--- src/rtl/mem_arbiter.sv ---
// -----------------------------------------------------------------------------
// mem_arbiter
//
// Shares one single-port memory between the core's instruction-fetch path and
// its load/store path. One transaction is in flight at a time; when both
// requesters ask at once, the one not served last wins (round-robin).
//
// Ports
//   clk, rst                clock and synchronous active-high reset
//   i_instr_req/addr        instruction read request (held until o_instr_ack)
//   o_instr_ack/rdata       one-cycle completion pulse and fetched word
//   i_data_read_en/write_en data load / store request (store wins if both)
//   i_data_addr/write_data  data address and store data
//   i_data_wstrb            store byte enables
//   o_data_ack/rdata        one-cycle completion pulse and load data
//   o_mem_valid/i_mem_ready memory request handshake
//   o_mem_we/addr/wdata/wstrb  memory request fields (wstrb is 0 for reads)
//   i_mem_rvalid/rdata      memory read response
// -----------------------------------------------------------------------------
module mem_arbiter #(
    parameter int ADDR_W = 32,
    parameter int DATA_W = 32
) (
    input  logic                clk,
    input  logic                rst,

    input  logic                i_instr_req,
    input  logic [ADDR_W-1:0]   i_instr_addr,
    output logic                o_instr_ack,
    output logic [DATA_W-1:0]   o_instr_rdata,

    input  logic                i_data_read_en,
    input  logic                i_data_write_en,
    input  logic [ADDR_W-1:0]   i_data_addr,
    input  logic [DATA_W-1:0]   i_data_write_data,
    input  logic [DATA_W/8-1:0] i_data_wstrb,
    output logic                o_data_ack,
    output logic [DATA_W-1:0]   o_data_rdata,

    output logic                o_mem_valid,
    input  logic                i_mem_ready,
    output logic                o_mem_we,
    output logic [ADDR_W-1:0]   o_mem_addr,
    output logic [DATA_W-1:0]   o_mem_wdata,
    output logic [DATA_W/8-1:0] o_mem_wstrb,
    input  logic                i_mem_rvalid,
    input  logic [DATA_W-1:0]   i_mem_rdata
);

    localparam int STRB_W = DATA_W / 8;

    typedef enum logic [1:0] {
        S_IDLE  = 2'd0,
        S_ISSUE = 2'd1,
        S_WAIT  = 2'd2,
        S_DONE  = 2'd3
    } state_t;

    typedef enum logic {
        GNT_INSTR = 1'b0,
        GNT_DATA  = 1'b1
    } grant_t;

    state_t              state_q, state_d;
    grant_t              last_grant_q, last_grant_d;
    grant_t              grant_q, grant_d;
    grant_t              pick;
    logic                data_req;
    logic                we_q, we_d;
    logic [ADDR_W-1:0]   addr_q, addr_d;
    logic [DATA_W-1:0]   wdata_q, wdata_d;
    logic [STRB_W-1:0]   wstrb_q, wstrb_d;
    logic                instr_ack_q, instr_ack_d;
    logic                data_ack_q, data_ack_d;
    logic [DATA_W-1:0]   instr_rdata_q, instr_rdata_d;
    logic [DATA_W-1:0]   data_rdata_q, data_rdata_d;

    always_comb begin
        // NOTE: every signal gets a default first so no path through the
        // case statement can leave it unassigned and infer a latch.
        state_d       = state_q;
        last_grant_d  = last_grant_q;
        grant_d       = grant_q;
        we_d          = we_q;
        addr_d        = addr_q;
        wdata_d       = wdata_q;
        wstrb_d       = wstrb_q;
        instr_rdata_d = instr_rdata_q;
        data_rdata_d  = data_rdata_q;
        instr_ack_d   = 1'b0;
        data_ack_d    = 1'b0;
        data_req      = i_data_read_en | i_data_write_en;
        pick          = GNT_INSTR;

        case (state_q)
            S_IDLE: begin
                if (i_instr_req || data_req) begin
                    if (i_instr_req && data_req)
                        pick = (last_grant_q == GNT_DATA) ? GNT_INSTR : GNT_DATA;
                    else
                        pick = i_instr_req ? GNT_INSTR : GNT_DATA;

                    grant_d      = pick;
                    last_grant_d = pick;
                    state_d      = S_ISSUE;

                    if (pick == GNT_INSTR) begin
                        we_d    = 1'b0;
                        addr_d  = i_instr_addr;
                        wdata_d = '0;
                        wstrb_d = '0;
                    end else begin
                        // A store wins over a load when both enables are up.
                        we_d    = i_data_write_en;
                        addr_d  = i_data_addr;
                        wdata_d = i_data_write_en ? i_data_write_data : '0;
                        wstrb_d = i_data_write_en ? i_data_wstrb : '0;
                    end
                end
            end

            S_ISSUE: begin
                if (i_mem_ready) begin
                    if (we_q) begin
                        // Stores have no response phase; acknowledge next.
                        state_d     = S_DONE;
                        instr_ack_d = (grant_q == GNT_INSTR);
                        data_ack_d  = (grant_q == GNT_DATA);
                    end else begin
                        state_d = S_WAIT;
                    end
                end
            end

            S_WAIT: begin
                if (i_mem_rvalid) begin
                    state_d     = S_DONE;
                    instr_ack_d = (grant_q == GNT_INSTR);
                    data_ack_d  = (grant_q == GNT_DATA);
                    if (grant_q == GNT_INSTR)
                        instr_rdata_d = i_mem_rdata;
                    else
                        data_rdata_d = i_mem_rdata;
                end
            end

            S_DONE: begin
                state_d = S_IDLE;
            end

            default: begin
                state_d = S_IDLE;
            end
        endcase
    end

    // NOTE: sequential state uses non-blocking assignments so every flop
    // samples the pre-edge value of every other flop.
    always_ff @(posedge clk) begin
        if (rst) begin
            state_q       <= S_IDLE;
            last_grant_q  <= GNT_DATA;   // first tie goes to instruction
            grant_q       <= GNT_INSTR;
            we_q          <= 1'b0;
            addr_q        <= '0;
            wdata_q       <= '0;
            wstrb_q       <= '0;
            instr_ack_q   <= 1'b0;
            data_ack_q    <= 1'b0;
            instr_rdata_q <= '0;
            data_rdata_q  <= '0;
        end else begin
            state_q       <= state_d;
            last_grant_q  <= last_grant_d;
            grant_q       <= grant_d;
            we_q          <= we_d;
            addr_q        <= addr_d;
            wdata_q       <= wdata_d;
            wstrb_q       <= wstrb_d;
            instr_ack_q   <= instr_ack_d;
            data_ack_q    <= data_ack_d;
            instr_rdata_q <= instr_rdata_d;
            data_rdata_q  <= data_rdata_d;
        end
    end

    // Valid and write flag decode from state and request registers only.
    assign o_mem_valid   = (state_q == S_ISSUE);
    assign o_mem_we      = (state_q == S_ISSUE) && we_q;
    assign o_mem_addr    = addr_q;
    assign o_mem_wdata   = wdata_q;
    assign o_mem_wstrb   = wstrb_q;
    assign o_instr_ack   = instr_ack_q;
    assign o_data_ack    = data_ack_q;
    assign o_instr_rdata = instr_rdata_q;
    assign o_data_rdata  = data_rdata_q;

endmodule
--- config.mk ---
export PLATFORM = sky130hd
export DESIGN_NAME = mem_arbiter
export DESIGN_NICKNAME = d
export VERILOG_FILES = /design/src/rtl/mem_arbiter.sv
export SDC_FILE = /design/constraint.sdc
export NUM_CORES = 1
export LEC_CHECK = 0
export BUFFER_PORTS_ARGS = -buffer_cell sky130_fd_sc_hd__buf_2
export CAP_MARGIN = 40
export CORE_MARGIN = 2
export CORE_UTILIZATION = 47
export CTS_BUF_LIST = sky130_fd_sc_hd__clkbuf_2 sky130_fd_sc_hd__clkbuf_4 sky130_fd_sc_hd__clkbuf_8
export DETAILED_ROUTE_END_ITERATION = 6
export HOLD_SLACK_MARGIN = 0.08
export PLACE_DENSITY = 0.9
export SLEW_MARGIN = 40
export SYNTH_ARGS = -nofsm -noshare
export SYNTH_HDL_FRONTEND = slang
export SYNTH_SLANG_ARGS = --single-unit
--- constraint.sdc ---
create_clock -name clk -period 2.3 [get_ports clk]
set_clock_uncertainty 0.05 [all_clocks]
set_input_delay 0.46 -clock clk [delete_from_list [all_inputs] [get_ports clk]]
set_output_delay 0.46 -clock clk [all_outputs]
set_load 0.02 [all_outputs]
==> flow_summary_export.csv <==
group,metric,value,unit
status,status,"complete, no violations",
clocking,cts_tree,"done",
placed_design,dp_hpwl,10600,um
timing,slew_headroom,49.1,%
routing,drtAntennaViolNets,0,
yosys,ys_async_sr_fraction,0,%
timing,timing.final.crit_share,86.1,%
yosys,synth_top_area_share,52.5,%
routing,via_per_inst,5.42,
placed_design,port_buffers,274,
floorplan,io_pins,275,
yosys,synth_seq_cells,139,
yosys,synth_ff_type,"dfxtp_1",
timing,hold_viol_final,0,
timing,fin_crit,1.98,ns
routing,dr.pass1.iters,6,
worst_setup_path,crit_path_end_kind,"output port",
floorplan,row_count,38,
routing,wirelength,15400,um
timing,fmax,0.505,GHz
layout,area_growth,35.0,%
layout,antenna_cells,0,
yosys,syn_area_per_cell,8.41,um^2
routing,drcViolationCount,0,
grt,grt_pass1_vias,5041,
floorplan,die_h,110,um
yosys,synth_top_area_cell,"dfxtp_1",
hold_path,hp-class,"input pin to register",
clocking,numCtsBuffers,17,
placed_design,dp.cells,998,
worst_setup_path,crit_type,"register to output port",
worst_setup_path,critPathLaunchType,"register",
routing,num_vias,5579,
clocking,clk_pin_slew,0.08,ns
timing,hold_slack,0.217,ns
yosys,synth_fp_nets,773,
yosys,yosysMostFrequentCell,"dfxtp_1",
clocking,clk_path_buf_depth,2,
grt,grt.total_usage,24.6,%
yosys,synth_area_leaders,"dfxtp_1 (53%), nand2_1 (9.2%), a21oi_1 (6.2%)",
layout,finalNetCount,1020,
power_and_ir_drop,leakage,3.22,nW
timing,finalSetupViolations,0,
yosys,seq_area_frac_synth,52.5,%
yosys,synth_warnings,0,
routing,drt_iter0_drc,441,
clocking,htree_levels,4,
timing,grt_setup_unrepaired,"false",
yosys,synth-edff-count,0,
routing,wire_per_inst,15.0,um
grt,antenna_found_initial,0,
clocking,clock_sinks,139,
placed_design,dpl_cell_area,6770,um^2
layout,num-fill-cells,939,
timing,worst_slew_pin_slew,0.764,ns
worst_setup_path,worstPathArrival,1.47,ns
floorplan,start_util,48.4,%
clocking,cts_resized,0,
grt,grt.overflow.total,0,
floorplan,die_area,12100,um^2
layout,drive_gt1_share,36.7,%
worst_setup_path,crit_required,1.79,ns
clocking,root_buffer,"clkbuf_8",
yosys,synth_area,5300,um^2
grt,grt_pass1_wl,23500,um
timing,slew_violations,0,
worst_setup_path,crit_path_max_fanout,4,
yosys,synthCells,630,
flow_run,cap_violations,0,
yosys,ys_types,34,
layout,final_cell_area,7150,um^2
floorplan,core_area,10900,um^2
power_and_ir_drop,peakVddDrop,643,uV
clocking,post_cts_buffers,0,
yosys,synthTopCellsByCount,"dfxtp_1 (139), nand2_1 (130), nor2_1 (70), a21oi_1 (66), clkbuf_1 (47)",
layout,finalNonFillerCells,1029,
clocking,cts_hold_buf,0,
placed_design,routabilityCongestion,0.839,
floorplan,dieWidth,110,um
power_and_ir_drop,p_per_area,1060,nW/um^2
clocking,insertion_delay,0.43,ns
grt,grt_max_degree,69,
timing,setup_tns,0,ns
==> cell families (layout without fill, tap and decap cells) <==
logic type      count (synthesis)  in the layout  share of synthesized area (%)
compound gates                177            177                           22.4
buf+inv                        63            322                           4.82
flops                         139            139                           52.5
simple gates                  247            247                           19.3
fa+ha+maj                       4              4                          0.945
==> power by group <==
part	switching, mW	total, mW	internal (mW)
Combinational	1.71	2.64	0.934
Clock	0.964	1.92	0.961
Sequential	0.212	3.01	2.79
Total	2.88	7.57	4.69
==> stage by stage <==
step / setup slack (ns) / utilization (%) / power, mW
global placement: 0.483 / 61.9 / 5.61
CTS: 0.277 / 65.4 / 7.62
finish: 0.320 / 65.4 / 7.57
floorplan: 0.681 / - / 4.80
detailed placement: 0.375 / 61.9 / 5.68
global route: 0.157 / 65.4 / 8.01
==> layer usage <==
layer | up-vias | track usage (%) | part of all wire (%)
li1 | 2721 | - | -
met1 | 2543 | 29.1 | 40
met2 | 284 | 39.8 | 48
met3 | 31 | 8.29 | 9.5
met4 | 0 | 12.1 | 2.1
met5 | - | 0 | 0
==> path summary, 6_finish.rpt <==
kind                                  startpoint                             end  slack [ns]  depth (start not counted)
hold / removal                   i_mem_rdata[20]   o_data_rdata[20]$_SDFFE_PP0P_        0.22                          3
setup reg to reg         state_q[0]$_SDFFE_PP0P_      o_mem_addr[9]$_SDFFE_PP0P_        0.32                          6
setup / recovery         state_q[1]$_SDFFE_PP0P_                        o_mem_we        0.32                          4
hold reg to reg   o_instr_rdata[10]$_SDFFE_PP0P_  o_instr_rdata[10]$_SDFFE_PP0P_        0.40                          2
==> state kept, by name (all words and copies together) (netlist names) <==
register	cells
grant_q	1
o_mem_wdata	32
o_mem_addr	32
o_data_rdata	32
o_mem_wstrb	4
o_instr_rdata	32
o_instr_ack	1
last_grant_q	1
o_data_ack	1
we_q	1
state_q	2
==> cells in the final DEF (no fill, tap or decap), types with 4 or more instances in the layout <==
| master | netlist | layout |
|---|---|---|
| dfxtp_1 | 139 | 139 |
| a21oi_1 | 66 | 66 |
| clkbuf_8 | 0 | 17 |
| a311oi_1 | 33 | 33 |
| buf_12 | 0 | 4 |
| a32oi_1 | 36 | 36 |
| nor2_1 | 70 | 70 |
| clkinv_2 | 0 | 4 |
| buf_4 | 0 | 11 |
| nand3_1 | 34 | 34 |
| nand2_1 | 130 | 130 |
| o21ai_0 | 32 | 32 |
| ha_1 | 4 | 4 |
| buf_2 | 8 | 273 |
==> area by class of cell <==
cell class	instances	area [um^2]	area share [%]
tap	140	175	2.45
inverter	3	11.3	0.157
clock buffer	17	234	3.27
clock inverter	14	146	2.05
sequential	139	2780	38.9
timing repair buffer	288	1530	21.4
multi-input combinational	428	2270	31.8
==> critical path, stage by stage, from the launching register on <==
cell and delay (ns):
dfxtp_1 0.33, inv_1 0.12, ha_1 0.21, and2_1 0.19, buf_2 0.19
Note: power is estimated with default switching activity, not from simulation.
